$ cat config.mk
export PLATFORM = sky130hd
export DESIGN_NAME = instr_fetch_flat
export DESIGN_NICKNAME = d
export VERILOG_FILES = /design/src/rtl/instr_fetch_if.sv /design/src/rtl/instr_fetch.sv /design/src/flat_wrapper.sv
export SDC_FILE = /design/constraint.sdc
export NUM_CORES = 1
export LEC_CHECK = 0
export ABC_AREA = 0
export CAP_MARGIN = 20
export CORE_UTILIZATION = 40
export CTS_CLUSTER_DIAMETER = 100
export DETAILED_ROUTE_END_ITERATION = 12
export PLACE_DENSITY = 0.69
export SLEW_MARGIN = 20
export SYNTH_ARGS = -nofsm -noshare
export SYNTH_HDL_FRONTEND = slang
export SYNTH_SLANG_ARGS = --single-unit
$ cat constraint.sdc
create_clock -name clk -period 2.2 [get_ports clk]
set_input_delay 0.33 -clock clk [delete_from_list [all_inputs] [get_ports clk]]
set_output_delay 0.33 -clock clk [all_outputs]
set_load 0.02 [all_outputs]
$ cat src/rtl/instr_fetch_if.sv
// instr_fetch_if: instruction memory bus between the fetch stage and instruction memory
interface instr_fetch_if;
    logic [31:0] iaddr;
    logic        cs_n;
    logic [31:0] instrCode;

    modport master (output iaddr, output cs_n, input instrCode);
    modport slave  (input iaddr, input cs_n, output instrCode);
endinterface

$ cat src/rtl/instr_fetch.sv
// instr_fetch: PC register, IF/ID pipeline register and fetch FSM; FETCH_MISALIGN_CHECK_EN adds misalign_err
module instr_fetch #(
    parameter logic [31:0] RESET_PC  = 32'h0000_0000,
    parameter logic [31:0] NOP_INSTR = 32'h0000_0013
) (
    input  logic                clk,
    input  logic                rst,
    input  logic                stall,
    input  logic                branch_taken,
    input  logic [31:0]         branch_target,
    instr_fetch_if.master       bus,
    output logic [31:0]         if_id_instr,
    output logic [31:0]         if_id_pc,
    output logic [31:0]         if_id_pc4,
    output logic                if_id_valid,
    output logic [31:0]         fetch_count
`ifdef FETCH_MISALIGN_CHECK_EN
    ,
    output logic                misalign_err
`endif
);
    typedef enum logic [1:0] {IDLE, FETCH, HOLD} state_t;

    state_t      state, state_n;
    logic [31:0] pc;
    logic        redirect, load_pc, fetch;

    assign bus.iaddr = pc;
    assign bus.cs_n  = state == IDLE;

    // next state and per-cycle actions; a redirect outranks a stall
    always_comb begin
        state_n  = state;
        redirect = state != IDLE && branch_taken;
        fetch    = state == FETCH && !stall && !branch_taken;
`ifdef FETCH_MISALIGN_CHECK_EN
        load_pc  = redirect && branch_target[1:0] == 2'b00;
`else
        load_pc  = redirect;
`endif
        if (state == IDLE)
            state_n = FETCH;
        else
            state_n = (branch_taken || !stall) ? FETCH : HOLD;
    end

    // state register
    always_ff @(posedge clk) begin
        if (!rst)
            state <= IDLE;
        else
            state <= state_n;
    end

    // PC, IF/ID register and delivered-instruction counter
    always_ff @(posedge clk) begin
        if (!rst) begin
            pc          <= RESET_PC;
            if_id_instr <= NOP_INSTR;
            if_id_pc    <= 32'h0;
            if_id_pc4   <= 32'h0;
            if_id_valid <= 1'b0;
            fetch_count <= 32'h0;
        end else if (redirect) begin
            pc          <= load_pc ? {branch_target[31:2], 2'b00} : pc;
            if_id_instr <= NOP_INSTR;
            if_id_valid <= 1'b0;
        end else if (fetch) begin
            pc          <= pc + 32'd4;
            if_id_instr <= bus.instrCode;
            if_id_pc    <= pc;
            if_id_pc4   <= pc + 32'd4;
            if_id_valid <= 1'b1;
            fetch_count <= fetch_count + 32'd1;
        end
    end

`ifdef FETCH_MISALIGN_CHECK_EN
    // one-cycle flag for a redirect to a non-word-aligned target
    always_ff @(posedge clk) begin
        if (!rst)
            misalign_err <= 1'b0;
        else
            misalign_err <= redirect && branch_target[1:0] != 2'b00;
    end
`endif
endmodule

$ cat src/flat_wrapper.sv
// flat-port wrapper written by rule: the top's interface ports become plain ports
module instr_fetch_flat 
#(
    parameter logic [31:0] RESET_PC  = 32'h0000_0000,
    parameter logic [31:0] NOP_INSTR = 32'h0000_0013
)
  (clk, rst, stall, branch_taken, branch_target, if_id_instr, if_id_pc, if_id_pc4, if_id_valid, fetch_count, bus_iaddr, bus_cs_n, bus_instrCode);
  instr_fetch_if bus_i ();
  input  logic clk;
  input  logic rst;
  input  logic stall;
  input  logic branch_taken;
  input  logic [31:0] branch_target;
  output logic [31:0] if_id_instr;
  output logic [31:0] if_id_pc;
  output logic [31:0] if_id_pc4;
  output logic if_id_valid;
  output logic [31:0] fetch_count;
  output wire logic [$bits(bus_i.iaddr)-1:0] bus_iaddr;
  output wire logic [$bits(bus_i.cs_n)-1:0] bus_cs_n;
  input wire logic [$bits(bus_i.instrCode)-1:0] bus_instrCode;
  assign bus_iaddr = bus_i.iaddr;
  assign bus_cs_n = bus_i.cs_n;
  assign bus_i.instrCode = bus_instrCode;
  instr_fetch #(.RESET_PC(RESET_PC), .NOP_INSTR(NOP_INSTR)) u_core (.clk(clk), .rst(rst), .stall(stall), .branch_taken(branch_taken), .branch_target(branch_target), .bus(bus_i), .if_id_instr(if_id_instr), .if_id_pc(if_id_pc), .if_id_pc4(if_id_pc4), .if_id_valid(if_id_valid), .fetch_count(fetch_count));
endmodule
==> metrics.md <==
| Metric | Value |
|---|---|
| Fraction of the mapped netlist area in compound gates | 16.2% |
| RePlAce Congestion | 0.785 |
| Area of the core region | 16,000 µm² |
| Library cell with the highest instance count after synthesis | sky130_fd_sc_hd__nand2_1 |
| Post-cts hold buffer count | 0 |
| Filler cells | 1,477 |
| Portion of synthesized cell area occupied by the leading cell type | 47.7% |
| Final number of setup-violating endpoints | 0 |
| Count of antenna-violating nets left after detailed routing | 0 |
| Origin of the worst min-delay path | bus_instrCode[31] |
| Cell type with the largest total area after synthesis | sky130_fd_sc_hd__dfxtp_1 |
| Maximum achievable frequency | 0.490 GHz |
| Final Hold Violating Endpoints | 0 |
| Largest fanout on the critical path | 6 |
| Unique masters post-synth | 54 |
| Die Outline Area | 17,000 µm² |
| Post-CTS sizing | 0 |
| Overall die width | 130 µm |
| Slowest cell on the critical path | sky130_fd_sc_hd__clkdlybuf4s50_1 |
| Worst slew pin tran | 0.533 ns |
| Result of the run | finished, final reports clean |
| Required time reported for the critical path endpoint | 1.87 ns |
| Register area share after synthesis | 47.7% |
| Skew final | 0.00893 ns |
| Most frequent cells after synthesis | 176 x sky130_fd_sc_hd__nand2_1, 157 x sky130_fd_sc_hd__dfxtp_1, 98 x sky130_fd_sc_hd__a21oi_1 |
| Launching element of the worst setup path | u_core.state[1]$_SDFF_PP0_ |
| Net load switching power | 1680 µW |
| Buffers inserted by post-CTS timing repair | 0 |
| Syn-to-layout area delta | 51.5% |
| Overall via count from detail_route | 6,738 |
| Total of max-cap violations | 0 |
| Insertion delay to the later sink of the worst-skew pair | 0.42 ns |
| Total overflow reported by the global router | 0 |
| Initial antenna violation count | 1 |
| Fraction of the cycle the final worst path needs | 92.8% |
| Clock transition at path regs | 0.07 ns |
| Max Transition Viols Final | 0 |
| Post-synth EDFFs | 0 |
| Nature of the critical path endpoint | primary output |
| Routed wire length | 20,300 µm |
| Violation count after the first detailed-routing iteration | 580 |
| Worst slack at placement | -0.183 ns |
| Synth Warn # | 0 |
| Number of register bits inferred by synthesis | 157 |
| 1st-pass router iterations | 8 |
| Hold Path Class | in2reg |
| Flop-to-flop setup slack | 0.22 ns |
| Main combinational cell family by area after synthesis | simple AND/OR/NAND/NOR gates |
| TritonCTS clock tree | built |
| Area contributors post-synth | sky130_fd_sc_hd__dfxtp_1 48%, sky130_fd_sc_hd__nand2_1 10%, sky130_fd_sc_hd__a21oi_1 7.4%, sky130_fd_sc_hd__nor2_1 3.1%, sky130_fd_sc_hd__xor2_1 2.9% |
| Final sum of negative setup slack | 0 ns |
| Internal Power | 4980 µW |
| Max-slew headroom | 64.5% |
| Estimated wirelength of the detail-placed design | 14,500 µm |
| Adder and majority cell fraction of the synthesized area | 0.380% |
| Crit path setup slack, layout | 0.158 ns |
| Time the worst path needs with I/O delays and setup | 2.04 ns |
| Total GRT Usage | 23.7% |
| Post-placement cell area | 9390 µm² |
| Max Buffers Root-to-Sink | 2 |
| Critical path class | reg2out |
| Net switching share of the total power | 25.2% |
| Proportion of synthesized area in mux cells | 0.152% |
| Share of synthesized registers carrying an async set or reset | 0% |
| CP Cell Sequence | buf_4 > nor2_1 > clkdlybuf4s50_1 |
| Logic pwr share | 11.8% |
| Post-synthesis area per instance | 7.99 µm² |
| Unrepaired setup endpoints after global routing | no |
| Arrival time at the worst endpoint | 1.71 ns |
| Num Clock Sinks | 157 |
| Most common flop cell mapped by yosys | sky130_fd_sc_hd__dfxtp_1 |
| Fraction of layout instances using a drive strength above 1 | 9.93% |
| Placement Rows | 46 |
| # DRC | 0 |
| Type of origin of the critical path | register |
| Cell count after synthesis | 825 |
| Leakage component of the power | 0.00344 µW |
| Maximum ir drop on the vdd rail | 0.000482 V |
| Starting utilization of the core area | 41.2% |
| Average wire per standard cell | 15.7 µm |
| Simple-gate area share of the yosys netlist | 24.9% |
| First-pass GRT wire length | 31,300 µm |
| CTS Root Buffer Type | sky130_fd_sc_hd__clkbuf_16 |
| Power share of the clock group | 43.5% |
| Ports | 230 |
| H-Tree Level Count | 4 |
| Die height | 130 µm |
| Post-DR vias/cell | 5.20 |
| Fraction of synthesized cell area in xor and xnor cells | 5.71% |
| Largest stage delay, worst path | 0.66 ns |
| Via count of the first global-routing pass | 6,120 |
| # port buffers | 221 |
| CTS buffer count | 17 |
| Pwr per Cell Area | 667 nW/µm² |
| Cell area after layout | 9980 µm² |
| Power consumption | 6660 µW |
| Total number of nets in the final design | 1,135 |
| Netlist area before placement | 6590 µm² |
| Startpoint of the most critical register-to-register path | u_core.state[0]$_SDFF_PN0_ |
| Portion of total power attributed to sequential cells | 44.8% |
| Pin count of the biggest net entering global routing | 69 |
## through the flow
step | hold WS (ns) | utilization (%) | cells
2_1_floorplan | 0.409 | - | 830
3_3_place_gp | 0.440 | 58.7 | 1262
3_5_place_dp | 0.446 | 58.7 | 1262
4_1_cts | 0.439 | 62.3 | 1294
5_1_grt | 0.451 | 62.4 | 1295
6_report | 0.452 | 62.4 | 1295
## cell usage in the layout, fill, tap and decap left out, types with 3 or more instances in the layout
cell type and instances:
sky130_fd_sc_hd__a21oi_1 98, sky130_fd_sc_hd__a221oi_1 4, sky130_fd_sc_hd__a22oi_1 15, sky130_fd_sc_hd__a31oi_1 9
sky130_fd_sc_hd__and3_1 7, sky130_fd_sc_hd__and4_1 5, sky130_fd_sc_hd__buf_12 7, sky130_fd_sc_hd__buf_4 57
sky130_fd_sc_hd__clkbuf_16 17, sky130_fd_sc_hd__clkbuf_8 4, sky130_fd_sc_hd__clkdlybuf4s50_1 221, sky130_fd_sc_hd__clkinv_2 3
sky130_fd_sc_hd__clkinvlp_4 3, sky130_fd_sc_hd__conb_1 6, sky130_fd_sc_hd__dfxtp_1 157, sky130_fd_sc_hd__inv_1 9
sky130_fd_sc_hd__inv_6 3, sky130_fd_sc_hd__nand2_1 176, sky130_fd_sc_hd__nand3_1 36, sky130_fd_sc_hd__nand4_1 23
sky130_fd_sc_hd__nand4b_1 3, sky130_fd_sc_hd__nor2_1 53, sky130_fd_sc_hd__nor3_1 17, sky130_fd_sc_hd__nor4_1 13
sky130_fd_sc_hd__nor4_2 3, sky130_fd_sc_hd__o211ai_1 5, sky130_fd_sc_hd__o21ai_0 31, sky130_fd_sc_hd__o22ai_1 5
sky130_fd_sc_hd__o31a_1 3, sky130_fd_sc_hd__or2_2 3, sky130_fd_sc_hd__or3_1 5, sky130_fd_sc_hd__xnor2_1 21
sky130_fd_sc_hd__xor2_1 22
## cell families after synthesis
kind of cell / after synthesis
xor gates and xnor gates: 43
DFF: 157
and+or+nand+nor: 357
adders and majority gates: 2
AOI/OAI and AO/OA: 185
other: 1
muxes: 1
buffers and inverters: 79
## registers in the layout, indices dropped and copies added, names as in the netlist
register	flops
u_core.if_id_pc	30
u_core.state	2
u_core.if_id_valid	1
u_core.if_id_instr	32
u_core.fetch_count	32
u_core.bus.iaddr	30
u_core.if_id_pc4	30
## layout make-up
class                           count  area, µm²  share of cell area, %
Multi-Input combinational cell    594       3160                   31.7
Sequential cell                   157       3140                   31.5
Timing Repair Buffer              285       2780                   27.9
Clock buffer                       21        480                   4.81
Tap cell                          216        270                   2.71
Clock inverter                     11        106                   1.07
Inverter                           10       38.8                  0.389
Antenna cell                        1       2.50                 0.0251
## final timing paths
path | cells after the start | end
hold / removal | 3 | u_core.if_id_instr[31]$_SDFFE_PP0P_
hold reg to reg | 2 | u_core.if_id_pc[16]$_SDFFE_PN0P_
setup / recovery | 3 | bus_cs_n
setup reg to reg | 4 | u_core.fetch_count[14]$_SDFFE_PN0P_
## worst max-delay path, delay by kind of cell, from the launching register on
kind	cells	cell delay [ns]
buf+inv	2	0.81
flops	1	0.31
simple gates	1	0.17
## power by group through the flow
stage          clock network [µW]  logic, µW  registers, µW
5_1_grt                      3050        842           2990
6_report                     2900        783           2980
2_1_floorplan                   0        271           3120
3_5_place_dp                    0        781           3040
4_1_cts                      2940        785           2980
3_3_place_gp                    0        778           3040
## metal layers
metal | wire length (µm) | global-route usage [%] | vias up
met3 | 1580 | 7.79 | 20
met5 | 0 | 0 | -
met1 | 8480 | 28.6 | 3176
met4 | 285 | 6.96 | 0
met2 | 9950 | 40.1 | 202
li1 | - | - | 3340
Note: power is estimated with default switching activity, not from simulation.
